<file path="config.mk">
export PLATFORM = sky130hd
export DESIGN_NAME = bb2sram_burst_flat
export DESIGN_NICKNAME = d
export VERILOG_FILES = /design/src/rtl/bb2sram_pkg.sv /design/src/rtl/bb2sram_burst_if.sv /design/src/rtl/bb2sram_addr_gen.sv /design/src/rtl/bb2sram_burst.sv /design/src/flat_wrapper.sv
export SDC_FILE = /design/constraint.sdc
export NUM_CORES = 1
export LEC_CHECK = 0
export CORE_AREA = 2 2 118 120
export DETAILED_ROUTE_END_ITERATION = 12
export DIE_AREA = 0 0 120 122
export HOLD_SLACK_MARGIN = 0.15
export PLACE_DENSITY = 0.8
export SLEW_MARGIN = 0
export SYNTH_ARGS = -nofsm -noshare
export SYNTH_HDL_FRONTEND = slang
export SYNTH_SLANG_ARGS = --single-unit
export TNS_END_PERCENT = 5
</file>
<file path="constraint.sdc">
create_clock -name bb_clk_i -period 5.6 [get_ports bb_clk_i]
set_clock_uncertainty 0.05 [all_clocks]
set_input_delay 0.56 -clock bb_clk_i [delete_from_list [all_inputs] [get_ports bb_clk_i]]
set_output_delay 0.56 -clock bb_clk_i [all_outputs]
set_load 0.05 [all_outputs]
</file>
<file path="src/rtl/bb2sram_pkg.sv">
`default_nettype none
// ============================================================================
// Package     : bb2sram_pkg
// Description : Shared types and address helpers for the Blackbone-to-SRAM
//               burst bridge (FSM state encoding, wrap-burst stepping).
// Revision    : 1.0 - initial release
// ============================================================================
package bb2sram_pkg;

  typedef enum logic [1:0] {
    ST_IDLE  = 2'd0,
    ST_BURST = 2'd1,
    ST_DRAIN = 2'd2
  } bb2sram_state_t;

  // Helpers work on a fixed wide vector; callers zero-extend and truncate.
  localparam int C_FN_W = 64;

  function automatic logic is_pow2(input logic [C_FN_W-1:0] n);
    return (n != '0) && ((n & (n - 64'd1)) == '0);
  endfunction

  // For a power-of-two block of N = len+1 words, len is also the in-block
  // mask: the low bits step modulo N while the upper bits stay put.
  function automatic logic [C_FN_W-1:0] wrap_next(input logic [C_FN_W-1:0] addr,
                                                  input logic [C_FN_W-1:0] len);
    return (addr & ~len) | ((addr + 64'd1) & len);
  endfunction

endpackage
`default_nettype wire

</file>
<file path="src/rtl/bb2sram_burst_if.sv">
`default_nettype none
// ============================================================================
// Interface   : bb2sram_burst_if
// Description : Blackbone request/response bundle between a bus master and
//               the SRAM burst bridge.
//   master : drives en/we/addr/sel/len/wrap/din, observes busy/dout/rvalid/rlast
//   slave  : the bridge side of the same signals
// Revision    : 1.0 - initial release
// ============================================================================
interface bb2sram_burst_if #(
  parameter int DW = 32,
  parameter int AW = 32,
  parameter int LW = 4
);
  localparam int SW = DW / 8;

  logic          bb_en_i;
  logic          bb_we_i;
  logic [AW-1:0] bb_addr_i;
  logic [SW-1:0] bb_sel_i;
  logic [LW-1:0] bb_len_i;
  logic          bb_wrap_i;
  logic [DW-1:0] bb_din_i;
  logic          bb_busy_o;
  logic [DW-1:0] bb_dout_o;
  logic          bb_rvalid_o;
  logic          bb_rlast_o;

  modport master (
    output bb_en_i, bb_we_i, bb_addr_i, bb_sel_i, bb_len_i, bb_wrap_i, bb_din_i,
    input  bb_busy_o, bb_dout_o, bb_rvalid_o, bb_rlast_o
  );

  modport slave (
    input  bb_en_i, bb_we_i, bb_addr_i, bb_sel_i, bb_len_i, bb_wrap_i, bb_din_i,
    output bb_busy_o, bb_dout_o, bb_rvalid_o, bb_rlast_o
  );

endinterface
`default_nettype wire

</file>
<file path="src/rtl/bb2sram_addr_gen.sv">
`default_nettype none
// ============================================================================
// Module      : bb2sram_addr_gen
// Description : Burst word-address generator. Loads the start address on
//               i_start (that beat is issued directly by the caller, so the
//               register holds the *next* address), steps once per i_step
//               with linear or wrap increment, and counts issued beats.
// Ports       : clk, rst          clock, async active-high reset
//               i_start           accept cycle: load from i_start_addr/i_len/i_wrap
//               i_step            a beat at o_addr is being issued this cycle
//               o_addr            word address of the beat to issue next
//               o_last            the beat at o_addr is beat number len
// Revision    : 1.0 - initial release
// ============================================================================
module bb2sram_addr_gen
  import bb2sram_pkg::*;
#(
  parameter int WORD_AW = 30,
  parameter int LW      = 4
) (
  input  logic               clk,
  input  logic               rst,
  input  logic               i_start,
  input  logic               i_step,
  input  logic [WORD_AW-1:0] i_start_addr,
  input  logic [LW-1:0]      i_len,
  input  logic               i_wrap,
  output logic [WORD_AW-1:0] o_addr,
  output logic               o_last
);

  logic [WORD_AW-1:0] r_addr;
  logic [LW:0]        r_cnt;   // one extra bit so 2**LW beats cannot overflow
  logic [LW-1:0]      r_len;
  logic               r_wrap;  // wrap requested and block size is a power of 2

  logic [C_FN_W-1:0]  w_base64;
  logic [C_FN_W-1:0]  w_len64;
  logic [C_FN_W-1:0]  w_next64;
  logic               w_wrap_sel;
  logic               w_unused_next;

  // One next-address computation shared by the load and step paths.
  always_comb begin
    w_base64 = '0;
    w_len64  = '0;
    w_base64[WORD_AW-1:0] = i_start ? i_start_addr : r_addr;
    w_len64[LW-1:0]       = i_start ? i_len : r_len;
    // Non-power-of-two wrap requests fall back to linear stepping.
    w_wrap_sel = i_start ? (i_wrap && is_pow2(w_len64 + 64'd1)) : r_wrap;
    w_next64   = w_wrap_sel ? wrap_next(w_base64, w_len64) : (w_base64 + 64'd1);
  end

  // Truncation to WORD_AW bits gives the mod 2**WORD_AW linear rollover.
  assign w_unused_next = &{1'b0, w_next64};

  always_ff @(posedge clk or posedge rst) begin
    if (rst) begin
      r_addr <= '0;
      r_cnt  <= '0;
      r_len  <= '0;
      r_wrap <= 1'b0;
    end else if (i_start) begin
      r_addr <= w_next64[WORD_AW-1:0];
      r_cnt  <= (LW+1)'(1);
      r_len  <= i_len;
      r_wrap <= w_wrap_sel;
    end else if (i_step) begin
      r_addr <= w_next64[WORD_AW-1:0];
      r_cnt  <= r_cnt + (LW+1)'(1);
    end
  end

  assign o_addr = r_addr;
  assign o_last = ({1'b0, r_len} == r_cnt);

endmodule
`default_nettype wire

</file>
<file path="src/rtl/bb2sram_burst.sv">
`default_nettype none
// ============================================================================
// Module      : bb2sram_burst
// Description : Blackbone-to-single-port-SRAM bridge with byte lanes,
//               linear/wrap bursts of up to 2**LW beats and an RD_LAT-cycle
//               SRAM read latency. Beat 0 is issued combinationally in the
//               accept cycle; later beats come from bb2sram_addr_gen, one per
//               cycle. A shift register realigns read-valid/last to sram_dout.
// Ports       : bb_clk_i, bb_rst_i  clock, async active-high reset
//               bb                  Blackbone slave (request in, busy/read data out)
//               sram_ce/we/waddr/din/sel  SRAM command and write data
//               sram_dout           SRAM read data, RD_LAT cycles after address
// Revision    : 1.0 - initial release
// ============================================================================
module bb2sram_burst
  import bb2sram_pkg::*;
#(
  parameter  int DW      = 32,
  parameter  int AW      = 32,
  parameter  int LW      = 4,
  parameter  int RD_LAT  = 1,
  localparam int SW      = DW / 8,
  localparam int BYTE_AW = $clog2(SW),
  localparam int WORD_AW = AW - BYTE_AW
) (
  input  logic               bb_clk_i,
  input  logic               bb_rst_i,
  bb2sram_burst_if.slave     bb,
  output logic               sram_ce,
  output logic               sram_we,
  output logic [WORD_AW-1:0] sram_waddr,
  output logic [DW-1:0]      sram_din,
  output logic [SW-1:0]      sram_sel,
  input  logic [DW-1:0]      sram_dout
);

  bb2sram_state_t      r_state;
  logic                r_busy;
  logic                r_we;
  logic [SW-1:0]       r_sel;
  logic [WORD_AW-1:0]  r_hold_addr;   // keeps sram_waddr quiet between bursts
  logic [RD_LAT-1:0]   r_vpipe;
  logic [RD_LAT-1:0]   r_lpipe;

  logic                w_accept;
  logic                w_burst;
  logic                w_issue_last;
  logic                w_rd_issue;
  logic [WORD_AW-1:0]  w_gen_addr;
  logic                w_gen_last;
  logic                w_unused_addr;

  bb2sram_addr_gen #(
    .WORD_AW (WORD_AW),
    .LW      (LW)
  ) u_addr_gen (
    .clk          (bb_clk_i),
    .rst          (bb_rst_i),
    .i_start      (w_accept),
    .i_step       (w_burst),
    .i_start_addr (bb.bb_addr_i[AW-1:BYTE_AW]),
    .i_len        (bb.bb_len_i),
    .i_wrap       (bb.bb_wrap_i),
    .o_addr       (w_gen_addr),
    .o_last       (w_gen_last)
  );

  // Byte-offset bits of the request address carry no meaning here.
  assign w_unused_addr = &{1'b0, bb.bb_addr_i};

  // Reset also blocks acceptance so the SRAM sees no access while it is held.
  always_comb begin
    w_accept = (r_state == ST_IDLE) && bb.bb_en_i && !bb_rst_i;
    w_burst  = (r_state == ST_BURST);
    sram_ce  = w_accept || w_burst;
    if (w_accept) begin
      sram_we      = bb.bb_we_i;
      sram_waddr   = bb.bb_addr_i[AW-1:BYTE_AW];
      sram_sel     = bb.bb_we_i ? bb.bb_sel_i : '1;
      w_issue_last = (bb.bb_len_i == '0);
    end else if (w_burst) begin
      sram_we      = r_we;
      sram_waddr   = w_gen_addr;
      sram_sel     = r_we ? r_sel : '1;
      w_issue_last = w_gen_last;
    end else begin
      sram_we      = 1'b0;
      sram_waddr   = r_hold_addr;
      sram_sel     = r_we ? r_sel : '1;
      w_issue_last = 1'b0;
    end
    w_rd_issue = sram_ce && !sram_we;
  end

  always_ff @(posedge bb_clk_i or posedge bb_rst_i) begin
    if (bb_rst_i) begin
      r_state     <= ST_IDLE;
      r_busy      <= 1'b0;
      r_we        <= 1'b0;
      r_sel       <= '0;
      r_hold_addr <= '0;
      r_vpipe     <= '0;
      r_lpipe     <= '0;
    end else begin
      // Read-valid/last travel alongside the SRAM's own read pipeline.
      r_vpipe[0] <= w_rd_issue;
      r_lpipe[0] <= w_rd_issue && w_issue_last;
      for (int i = 1; i < RD_LAT; i++) begin
        r_vpipe[i] <= r_vpipe[i-1];
        r_lpipe[i] <= r_lpipe[i-1];
      end

      if (sram_ce) begin
        r_hold_addr <= sram_waddr;
      end

      case (r_state)
        ST_IDLE: begin
          if (w_accept) begin
            r_we  <= bb.bb_we_i;
            r_sel <= bb.bb_sel_i;
            if (bb.bb_len_i != '0) begin
              r_state <= ST_BURST;
              r_busy  <= 1'b1;
            end else if (!bb.bb_we_i) begin
              r_state <= ST_DRAIN;
              r_busy  <= 1'b1;
            end
          end
        end
        ST_BURST: begin
          if (w_gen_last) begin
            r_state <= r_we ? ST_IDLE : ST_DRAIN;
            r_busy  <= !r_we;
          end
        end
        ST_DRAIN: begin
          // Leave once the final beat is on the bus; busy covers that cycle.
          if (r_lpipe[RD_LAT-1]) begin
            r_state <= ST_IDLE;
            r_busy  <= 1'b0;
          end
        end
        default: begin
          r_state <= ST_IDLE;
          r_busy  <= 1'b0;
        end
      endcase
    end
  end

  assign sram_din       = bb.bb_din_i;
  assign bb.bb_busy_o   = r_busy;
  assign bb.bb_dout_o   = sram_dout;
  assign bb.bb_rvalid_o = r_vpipe[RD_LAT-1];
  assign bb.bb_rlast_o  = r_lpipe[RD_LAT-1];

endmodule
`default_nettype wire

</file>
<file path="src/flat_wrapper.sv">
// flat-port wrapper written by rule: the top's interface ports become plain ports
module bb2sram_burst_flat import bb2sram_pkg::*;
#(
  parameter  int DW      = 32,
  parameter  int AW      = 32,
  parameter  int LW      = 4,
  parameter  int RD_LAT  = 1,
  localparam int SW      = DW / 8,
  localparam int BYTE_AW = $clog2(SW),
  localparam int WORD_AW = AW - BYTE_AW
)
  (bb_clk_i, bb_rst_i, sram_ce, sram_we, sram_waddr, sram_din, sram_sel, sram_dout, bb_bb_en_i, bb_bb_we_i, bb_bb_addr_i, bb_bb_sel_i, bb_bb_len_i, bb_bb_wrap_i, bb_bb_din_i, bb_bb_busy_o, bb_bb_dout_o, bb_bb_rvalid_o, bb_bb_rlast_o);
  bb2sram_burst_if #(.DW(DW), .AW(AW), .LW(LW)) bb_i ();
  input  logic bb_clk_i;
  input  logic bb_rst_i;
  output logic sram_ce;
  output logic sram_we;
  output logic [WORD_AW-1:0] sram_waddr;
  output logic [DW-1:0] sram_din;
  output logic [SW-1:0] sram_sel;
  input  logic [DW-1:0] sram_dout;
  input wire logic [$bits(bb_i.bb_en_i)-1:0] bb_bb_en_i;
  input wire logic [$bits(bb_i.bb_we_i)-1:0] bb_bb_we_i;
  input wire logic [$bits(bb_i.bb_addr_i)-1:0] bb_bb_addr_i;
  input wire logic [$bits(bb_i.bb_sel_i)-1:0] bb_bb_sel_i;
  input wire logic [$bits(bb_i.bb_len_i)-1:0] bb_bb_len_i;
  input wire logic [$bits(bb_i.bb_wrap_i)-1:0] bb_bb_wrap_i;
  input wire logic [$bits(bb_i.bb_din_i)-1:0] bb_bb_din_i;
  output wire logic [$bits(bb_i.bb_busy_o)-1:0] bb_bb_busy_o;
  output wire logic [$bits(bb_i.bb_dout_o)-1:0] bb_bb_dout_o;
  output wire logic [$bits(bb_i.bb_rvalid_o)-1:0] bb_bb_rvalid_o;
  output wire logic [$bits(bb_i.bb_rlast_o)-1:0] bb_bb_rlast_o;
  assign bb_i.bb_en_i = bb_bb_en_i;
  assign bb_i.bb_we_i = bb_bb_we_i;
  assign bb_i.bb_addr_i = bb_bb_addr_i;
  assign bb_i.bb_sel_i = bb_bb_sel_i;
  assign bb_i.bb_len_i = bb_bb_len_i;
  assign bb_i.bb_wrap_i = bb_bb_wrap_i;
  assign bb_i.bb_din_i = bb_bb_din_i;
  assign bb_bb_busy_o = bb_i.bb_busy_o;
  assign bb_bb_dout_o = bb_i.bb_dout_o;
  assign bb_bb_rvalid_o = bb_i.bb_rvalid_o;
  assign bb_bb_rlast_o = bb_i.bb_rlast_o;
  bb2sram_burst #(.DW(DW), .AW(AW), .LW(LW), .RD_LAT(RD_LAT)) u_core (.bb_clk_i(bb_clk_i), .bb_rst_i(bb_rst_i), .bb(bb_i), .sram_ce(sram_ce), .sram_we(sram_we), .sram_waddr(sram_waddr), .sram_din(sram_din), .sram_sel(sram_sel), .sram_dout(sram_dout));
endmodule
</file>
==> flow_metrics.tcl, run 1 <==
set metrics [dict create \
    outcome "complete, no violations" \
    crit_required_ns 5.83 \
    overflow 0 \
    synth_ff_type "dfrtp_1" \
    seq_area_sq_um 2000 \
    worst_path_largest_cell_delay_ns 0.87 \
    power.leakage_nw 2.80 \
    syn_to_final_growth_pct 11.9 \
    crit_slowest_cell "o21ai_0" \
    path_buf_inv 3 \
    worstSetupPathType "input pin to flop" \
    cts_buffers 9 \
    grt_use_total 0.222 \
    gp_congestion 0.896 \
    end_kind "flop" \
    synth_edf_count 0 \
    fmax_mhz 226 \
    synth.distinct_cells 70 \
    ys_seq_area_frac 0.326 \
    cts_tree "yes" \
    setup_viol 0 \
    wirelength_mm 16.3 \
    vias 5799 \
    fin_hold_ws_ns 0.424 \
    antenna_found_initial 0 \
    synth_xor_area_frac 0.0200 \
    cts_buffer_depth 2 \
    fin_util 0.508 \
    finalHoldViolCount 0 \
    fin_crit_ns 4.43 \
    fin_setup_tns_ns 0 \
    multiInputGateArea_sq_um 3370 \
    fp.dieH_um 122 \
    core-area_sq_um 13500 \
    yosysWarnings 0 \
    fill_cells 1260 \
    cts.sinks 80 \
    dp_hpwl_mm 11.3 \
    mostFrequentLayoutCell "a21oi_1" \
    period_share 0.790 \
    crit_fanout 6 \
    dr.first_iter.drc_count 723 \
    crit_path_start_kind "input pin" \
    final_net_count 875 \
    drv_cap 0 \
    crit_family "compound AO/OA/AOI/OAI gates" \
    drv_slew 0 \
    crit_arrival_ns 4.65 \
    final_cell_mix "a21oi_1 (80), dfrtp_1 (79), nor2_1 (75), nand2_1 (59), clkdlybuf4s50_1 (57)" \
    synthArstFlopShare 1.00 \
    dr.pass1.iters 7 \
    netlist_area_sq_um 6140 \
    dieArea_sq_um 14600 \
    syn_nets 883 \
    ctsHoldBuffers 0 \
    ant_nets 0 \
    grt_pass1_wl_mm 26.1 \
    cts_resized 0 \
    hp-class "flop to flop" \
    synth-simple-area-share 0.224 \
    drive_gt1_frac 0.0915 \
    path_cells "clkdlybuf4s50_1, or4b_4, mux2i_1, inv_1, ha_1, inv_1, ha_1, nand2b_1, and3_1, o2111ai_1, o21ai_0, nor2_1, a221oi_1, o22a_1" \
    port_buffers 81 \
    n_antenna_cell 0 \
    rsz0062_at_grt "no" \
    worst-r2r-setup-slack_ns 1.39 \
    die_w_um 120 \
    grt_max_degree 76 \
    synth_cells 768 \
    drc 0 \
    synth_compound_area_frac 0.248 \
    power.density_nw_per_um2 648 \
    cts_max_level 3 \
    post_synth.cell_area_avg_sq_um 7.99 \
    vdd_drop_max_mv 0.310 \
    synth.area.mux_share 0.0447 \
    via_per_inst 6.14 \
    slew_headroom 0.340 \
    synth_top_family_by_area "compound AO/OA/AOI/OAI gates" \
    ys_ff_latch 80 \
    std_cell_rows 43 \
    wl_per_cell_um 17.2 \
    clk_pin_slew_ns 0.06 \
    initial_core_util 0.454 \
    worstMarginPinSlew_ns 0.980 \
    post_cts_buffers 0 \
    clk_latency_ns 0.34 \
    clock-root-buffer "clkbuf_16" \
    ios 212 \
    synthAdderAreaFrac 0.0122 \
    grt_pass1_vias 5225 \
]
-- per-layer routing --
metal | vias to the layer above | track usage | routed length, um | part of all wire
met5 | - | 0 | 0 | 0
met4 | 0 | 0.0860 | 448 | 0.028
met3 | 48 | 0.0492 | 1380 | 0.085
met2 | 284 | 0.348 | 7490 | 0.46
met1 | 2758 | 0.299 | 6950 | 0.43
li1 | 2709 | - | - | -
-- registers in the layout, indices dropped and copies added, names as in the netlist --
| name | count |
|---|---|
| u_core.r_hold_addr | 30 |
| u_core.u_addr_gen.r_wrap | 1 |
| u_core.r_sel | 4 |
| u_core.r_we | 1 |
| u_core.bb.bb_rvalid_o | 1 |
| u_core.u_addr_gen.o_addr | 30 |
| u_core.u_addr_gen.r_cnt | 5 |
| u_core.u_addr_gen.r_len | 4 |
| u_core.bb.bb_busy_o | 1 |
| u_core.bb.bb_rlast_o | 1 |
| u_core.r_state | 2 |
-- area by class of cell --
class | count | share of cell area
clock buffers | 14 | 0.0399
clock inverters | 2 | 0.00547
repair buffers | 93 | 0.126
multi-input cells | 553 | 0.491
well taps | 180 | 0.0328
inverters | 23 | 0.0128
flip-flops and latches | 80 | 0.292
-- where the power goes --
part	switching [W]	internal, W	total, W
clock network	0.000231	0.000382	0.000614
logic	0.00180	0.000935	0.00274
registers	0.000240	0.000861	0.00110
-- worst reg2reg max path: stages, from the launching register on --
cell and delay (ns):
dfrtp_1 0.35, buf_4 0.20, or4b_4 0.60, mux2i_1 0.23, inv_1 0.11, ha_1 0.29
inv_1 0.08, ha_1 0.22, nand2b_1 0.06, and3_1 0.18, o2111ai_1 0.27, o21ai_0 0.87
nor2_1 0.15, a221oi_1 0.33, o22a_1 0.17
-- kinds of logic after synthesis --
kind of cell | Yosys count
muxes | 27
adders and majority gates | 6
AOI/OAI and AO/OA | 234
xor gates and xnor gates | 14
DFF | 80
buffers and inverters | 135
and+or+nand+nor | 272
-- worst paths after layout --
kind / start / end / cells past startpoint
min reg2reg: u_core.r_hold_addr[25]$_DFFE_PP0P_ / u_core.r_hold_addr[25]$_DFFE_PP0P_ / 2
max in group asynchronous: bb_rst_i / u_core.u_addr_gen.o_addr[0]$_DFFE_PP0P_ / 3
max: bb_rst_i / u_core.u_addr_gen.o_addr[27]$_DFFE_PP0P_ / 14
min in group asynchronous: bb_rst_i / u_core.u_addr_gen.o_addr[23]$_DFFE_PP0P_ / 2
min: u_core.r_hold_addr[25]$_DFFE_PP0P_ / u_core.r_hold_addr[25]$_DFFE_PP0P_ / 2
max reg2reg: u_core.r_state[1]$_DFFE_PP0P_ / u_core.u_addr_gen.o_addr[27]$_DFFE_PP0P_ / 14
-- through the flow --
step | setup WS [ns] | instances | power (W) | instance area [sq um]
finish | 1.17 | 945 | 0.00445 | 6870
global route | 1.04 | 945 | 0.00474 | 6870
CTS | 1.28 | 945 | 0.00446 | 6870
detailed placement | 0.966 | 929 | 0.00383 | 6560
global placement | 1.02 | 929 | 0.00378 | 6560
floorplan | 1.15 | 768 | 0.00317 | 6140
-- cell usage after synthesis (3+ instances only) --
| master | number | area, sq um |
|---|---|---|
| a21oi_1 | 80 | 400 |
| dfrtp_1 | 80 | 2000 |
| nor2_1 | 76 | 285 |
| buf_4 | 64 | 480 |
| nand2_1 | 59 | 221 |
| o21ai_0 | 39 | 195 |
| clkbuf_1 | 38 | 143 |
| o31ai_1 | 25 | 188 |
| mux2i_1 | 24 | 240 |
| nand4_1 | 23 | 144 |
| nand3_1 | 22 | 110 |
| inv_1 | 21 | 78.8 |
| nand2b_1 | 21 | 131 |
| nor3_1 | 18 | 90.1 |
| and3_1 | 12 | 75.1 |
| and2_1 | 10 | 62.6 |
| a211oi_1 | 9 | 67.6 |
| a31oi_1 | 7 | 43.8 |
| buf_1 | 7 | 26.3 |
| xnor2_1 | 7 | 61.3 |
| xor2_1 | 7 | 61.3 |
| ha_1 | 6 | 75.1 |
| nor2b_1 | 6 | 37.5 |
| o22ai_1 | 6 | 37.5 |
| a21o_1 | 5 | 37.5 |
| a221o_1 | 5 | 50.1 |
| o21a_1 | 5 | 37.5 |
| o21bai_1 | 5 | 37.5 |
| a22oi_1 | 4 | 30.0 |
| nor4_1 | 4 | 25.0 |
| o211ai_1 | 4 | 30.0 |
| o22a_1 | 4 | 35.0 |
| or4_1 | 4 | 30.0 |
| a2111oi_0 | 3 | 26.3 |
| a221oi_1 | 3 | 26.3 |
| and4_1 | 3 | 26.3 |
| mux2_2 | 3 | 33.8 |
| o2111ai_1 | 3 | 26.3 |
| o31a_1 | 3 | 26.3 |
No activity file was read; power rests on OpenSTA's default activity.
==> run 2, diff against run 1 <==
==> constraint.sdc (replaced) <==
create_clock -name bb_clk_i -period 4.32 [get_ports bb_clk_i]
set_clock_uncertainty 0.05 [all_clocks]
set_input_delay 0.432 -clock bb_clk_i [delete_from_list [all_inputs] [get_ports bb_clk_i]]
set_output_delay 0.432 -clock bb_clk_i [all_outputs]
set_load 0.05 [all_outputs]
==> run 2 against run 1 <==
Against the previous run:
- routed wire length rose by 4.8%
- clock power rose by 34%
- sequential power rose by 30%
- hold slack got worse by 0.0084 ns
- largest cell class unchanged
- largest power group unchanged
==> flow_metrics.tcl, run 2 (synthesized netlist as in run 1, its figures left out) <==
set metrics [dict create \
    ant_nets 0 \
    n_antenna_cell 0 \
    cts_buffer_depth 2 \
    clock-root-buffer "clkbuf_16" \
    drc 0 \
    core-area_sq_um 13500 \
    finalHoldViolCount 0 \
    grt_pass1_wl_mm 27.9 \
    ctsHoldBuffers 0 \
    fin_util 0.517 \
    finalPower_w 0.00590 \
    antenna_found_initial 0 \
    power.leakage_nw 2.89 \
    fin_setup_tns_ns 0 \
    crit_family "compound AO/OA/AOI/OAI gates" \
    power.density_nw_per_um2 844 \
    dr.first_iter.drc_count 556 \
    cts_tree "yes" \
    holdPathStages 2 \
    worst_path_largest_cell_delay_ns 0.56 \
    drv_cap 0 \
    grt_max_degree 76 \
    dieArea_sq_um 14600 \
    via_per_inst 6.06 \
    r2r_start "u_core.r_state[1]$_DFFE_PP0P_" \
    wl_per_cell_um 17.8 \
    outcome "complete, no violations" \
    mostFrequentLayoutCell "a21oi_1" \
    crit_fanout 10 \
    crit_required_ns 4.48 \
    drive_gt1_frac 0.115 \
    crit_arrival_ns 4.10 \
    fin_hold_ws_ns 0.415 \
    hp-class "flop to flop" \
    dr.pass1.iters 6 \
    fp.dieH_um 122 \
    cts_buffers 9 \
    whs_endpoint "u_core.r_hold_addr[6]$_DFFE_PP0P_" \
    wirelength_mm 17.0 \
    grt_use_total 0.238 \
    initial_core_util 0.454 \
    dpl.cell_count 942 \
    fin_crit_ns 3.94 \
    path_buf_inv 3 \
    vdd_drop_max_mv 0.392 \
    rr_endpoint "u_core.u_addr_gen.o_addr[13]$_DFFE_PP0P_" \
    die_w_um 120 \
    rsz0062_at_grt "no" \
    clk_pin_slew_ns 0.06 \
    ios 212 \
    post_cts_buffers 0 \
    crit_path_start_kind "input pin" \
    final_cell_count_no_fill 957 \
    grt_pass1_vias 5523 \
    final_net_count 888 \
    min_from "u_core.r_hold_addr[6]$_DFFE_PP0P_" \
    syn_to_final_growth_pct 13.9 \
    worstMarginPinSlew_ns 0.925 \
    std_cell_rows 43 \
    gp_congestion 0.889 \
    overflow 0 \
    path_cells "clkdlybuf4s50_1, or4b_4, mux2i_1, inv_1, ha_1, buf_4, xnor2_1, and3_1, o2111ai_1, o211ai_2, o211a_1, a2111oi_0, o21ai_0" \
    setup_viol 0 \
    clk_latency_ns 0.35 \
    worst-r2r-setup-slack_ns 0.41 \
    cts_resized 0 \
    period_share 0.913 \
    dp_hpwl_mm 12.0 \
    reg2regPathDepth 12 \
    fill_cells 1261 \
    drv_slew 0 \
    port_buffers 81 \
    crit_slowest_cell "or4b_4" \
    worstSetupPathType "input pin to flop" \
    final_cell_mix "a21oi_1 (80), dfrtp_1 (79), nor2_1 (75), nand2_1 (59), clkdlybuf4s50_1 (51)" \
    end_kind "flop" \
    cts.sinks 80 \
    vias 5802 \
    fmax_mhz 254 \
    slew_headroom 0.378 \
    cts_max_level 3 \
]
[run 2: power by group]
group | switching, W | internal, W
logic | 0.00239 | 0.00126
clock network | 0.000308 | 0.000517
registers | 0.000314 | 0.00112
[run 2: tightest hold or removal path, stage by stage (launching register included)]
cell	delay (ns)
dfrtp_1	0.32
nand2_1	0.05
o21ai_0	0.06
[run 2: worst max path at each step]
stage	from	end	slack, ns	depth (start not counted)
after floorplan	bb_bb_en_i	u_core.u_addr_gen.o_addr[18]$_DFFE_PP0P_	0.0009	19
after global placement	bb_bb_en_i	u_core.u_addr_gen.o_addr[13]$_DFFE_PP0P_	0.22	14
after detailed placement	bb_bb_en_i	u_core.u_addr_gen.o_addr[13]$_DFFE_PP0P_	0.08	13
after CTS	bb_bb_en_i	u_core.u_addr_gen.o_addr[13]$_DFFE_PP0P_	0.41	13
after global routing	bb_bb_en_i	u_core.u_addr_gen.o_addr[13]$_DFFE_PP0P_	0.04	13
final	bb_bb_en_i	u_core.u_addr_gen.o_addr[13]$_DFFE_PP0P_	0.38	13
[run 2: layer usage]
metal,GRT usage,vias up,wire length (um)
li1,-,2735,-
met5,0,-,0
met1,0.319,2749,7270
met3,0.0370,46,1340
met4,0.121,0,528
met2,0.373,272,7910
[run 2: final cells by class]
cell class,count,area [sq um],area share
multi-input cells,553,3370,0.483
flip-flops and latches,80,2000,0.287
repair buffers,106,986,0.141
clock buffers,11,243,0.0347
well taps,180,225,0.0322
inverters,23,87.6,0.0125
clock inverters,4,70.1,0.0100
[run 2: through the flow]
stage	cell area, sq um	setup slack (ns)
finish	6990	0.377
global route	6990	0.0443
CTS	6990	0.414
detailed placement	6680	0.0793
global placement	6680	0.217
floorplan	6140	0.000875
==> run 3, diff against run 2 <==
--- a/config.mk
+++ b/config.mk
@@ -5,11 +5,13 @@
 export SDC_FILE = /design/constraint.sdc
 export NUM_CORES = 1
 export LEC_CHECK = 0
+export ABC_CLOCK_PERIOD_IN_PS = 3800
 export CORE_AREA = 2 2 118 120
 export DETAILED_ROUTE_END_ITERATION = 12
 export DIE_AREA = 0 0 120 122
 export HOLD_SLACK_MARGIN = 0.15
 export PLACE_DENSITY = 0.8
+export REMOVE_ABC_BUFFERS = 1
 export SLEW_MARGIN = 0
 export SYNTH_ARGS = -nofsm -noshare
 export SYNTH_HDL_FRONTEND = slang
==> constraint.sdc (replaced) <==
create_clock -name bb_clk_i -period 3.8 [get_ports bb_clk_i]
set_clock_uncertainty 0.05 [all_clocks]
set_input_delay 0.38 -clock bb_clk_i [delete_from_list [all_inputs] [get_ports bb_clk_i]]
set_output_delay 0.38 -clock bb_clk_i [all_outputs]
set_load 0.05 [all_outputs]
==> run 3 against run 2 <==
Against the previous run:
- routed wire length is 23% higher
- sequential share of layout area decreased by 0.95 points
- total power rose by 17%
- critical path depth increased by 2
- non-clock buffer count rose by 24
- cell count grew 2.6%
- hold slack improved by 0.0039 ns
- largest cell class unchanged
==> flow_metrics.tcl, run 3 (synthesized netlist as in run 1, its figures left out) <==
set metrics [dict create \
    vias 5975 \
    setup_viol 0 \
    pwr-share-seq 0.234 \
    worstMarginPinSlew_ns 0.637 \
    fin_crit_ns 3.58 \
    cts_buffer_depth 2 \
    finalHoldViolCount 0 \
    worstSetupPathType "input pin to flop" \
    p_sw_w 0.00344 \
    switching_share 0.501 \
    ctsHoldBuffers 0 \
    grt_use_met1 0.406 \
    port_buffers 81 \
    grt_pass1_vias 5603 \
    dp_hpwl_mm 14.9 \
    end_kind "flop" \
    power.density_nw_per_um2 951 \
    fp.dieH_um 122 \
    antenna_found_initial 0 \
    dieArea_sq_um 14600 \
    post_cts_buffers 0 \
    overflow 0 \
    wirelength_mm 21.0 \
    finalPower_w 0.00688 \
    syn_to_final_growth_pct 17.8 \
    min_from "u_core.r_hold_addr[27]$_DFFE_PP0P_" \
    crit_arrival_ns 3.75 \
    top_usage_layer "met2" \
    clk_latency_ns 0.34 \
    rsz0062_at_grt "no" \
    fill_cells 1276 \
    r2r_start "u_core.r_state[0]$_DFFE_PP0P_" \
    seq_area_sq_um 2000 \
    final_cell_mix "a21oi_1 (80), dfrtp_1 (79), nor2_1 (75), buf_4 (70), nand2_1 (59)" \
    hp-class "flop to flop" \
    ant_nets 0 \
    power.leakage_nw 3.02 \
    rr_endpoint "u_core.u_addr_gen.o_addr[15]$_DFFE_PP0P_" \
    initial_core_util 0.454 \
    ios 212 \
    place_ws_ns -0.105 \
    drc 0 \
    grt_pass1_wl_mm 33.2 \
    crit_fanout 5 \
    mostFrequentLayoutCell "a21oi_1" \
    gp_congestion 0.952 \
    n_antenna_cell 0 \
    via_per_inst 6.08 \
    fmax_mhz 279 \
    cts.sinks 80 \
    holdPathStages 2 \
    reg2regPathDepth 14 \
    core-area_sq_um 13500 \
    multiInputGateArea_sq_um 3370 \
    worst-r2r-setup-slack_ns 0.24 \
    combPwrFrac 0.627 \
    drv_slew 0 \
    slew_headroom 0.576 \
    fin_setup_tns_ns 0 \
    drv_cap 0 \
    cts_buffers 9 \
    cts_max_level 3 \
    vdd_drop_max_mv 0.708 \
    crit_required_ns 3.96 \
    clkPwrFrac 0.139 \
    die_w_um 120 \
    dr.pass1.iters 5 \
    whs_endpoint "u_core.r_hold_addr[27]$_DFFE_PP0P_" \
    grt_use_met3 0.145 \
    dr.first_iter.drc_count 685 \
    grtUsageMet2 0.410 \
    grt_max_degree 75 \
    setup_ws_ns 0.215 \
    final_net_count 912 \
    std_cell_rows 43 \
    cts_tree "yes" \
    drive_gt1_frac 0.142 \
    clk_pin_slew_ns 0.06 \
    cts_resized 0 \
    period_share 0.943 \
    p_int_w 0.00343 \
    grt_use_total 0.295 \
    wl_per_cell_um 21.4 \
    outcome "complete, no violations" \
    clock-root-buffer "clkbuf_16" \
    crit_path_start_kind "input pin" \
]
[run 3: cell type report]
type | instances | share of cell area
clock inverter | 5 | 0.0111
tap | 180 | 0.0312
timing repair buffer | 130 | 0.168
clock buffer | 11 | 0.0336
multi-input combinational | 553 | 0.467
inverter | 23 | 0.0121
sequential | 80 | 0.277
[run 3: metrics by stage]
step / utilization / std cells / hold slack [ns] / area (sq um)
after floorplan: - / 656 / 0.389 / 5460
final: 0.535 / 982 / 0.419 / 7230
after global placement: 0.511 / 966 / 0.402 / 6910
after detailed placement: 0.511 / 966 / 0.414 / 6910
after CTS: 0.535 / 982 / 0.428 / 7230
after global routing: 0.535 / 982 / 0.450 / 7230
[run 3: layer usage]
metal / vias to the layer above / wire [um] / share of wire
met5: - / 118 / 0.0056
met4: 4 / 239 / 0.011
met3: 23 / 2820 / 0.13
met2: 365 / 8590 / 0.41
met1: 2794 / 9270 / 0.44
li1: 2789 / - / -
[run 3: power groups by stage]
| stage | Clock, W | Sequential, W | Combinational (W) |
|---|---|---|---|
| 2_1_floorplan | 0 | 0.00163 | 0.00277 |
| 3_3_place_gp | 0 | 0.00160 | 0.00421 |
| 3_5_place_dp | 0 | 0.00161 | 0.00429 |
| 4_1_cts | 0.000963 | 0.00160 | 0.00431 |
| 5_1_grt | 0.00101 | 0.00166 | 0.00466 |
| 6_report | 0.000956 | 0.00161 | 0.00431 |
[run 3: how the worst max path moves through the flow]
| stage | from | end | depth (start not counted) |
|---|---|---|---|
| after global placement | bb_rst_i | u_core.u_addr_gen.o_addr[6]$_DFFE_PP0P_ | 16 |
| after CTS | bb_bb_en_i | u_core.u_addr_gen.o_addr[18]$_DFFE_PP0P_ | 16 |
| after floorplan | u_core.r_state[0]$_DFFE_PP0P_ | sram_waddr[26] | 5 |
| final | bb_bb_en_i | u_core.u_addr_gen.o_addr[15]$_DFFE_PP0P_ | 15 |
| after detailed placement | bb_bb_en_i | u_core.u_addr_gen.o_addr[18]$_DFFE_PP0P_ | 16 |
| after global routing | bb_bb_en_i | u_core.u_addr_gen.o_addr[12]$_DFFE_PP0P_ | 16 |
[run 3: critical path, cell delays in order]
cell             delay, ns
clkdlybuf4s50_1       0.49
or4b_4                0.54
mux2i_1               0.16
inv_1                 0.08
ha_1                  0.16
inv_1                 0.04
ha_1                  0.26
nand2b_1              0.05
and3_1                0.19
o2111ai_1             0.37
o211ai_2              0.18
buf_4                 0.17
o31a_1                0.26
nor4_1                0.29
nor3_1                0.10
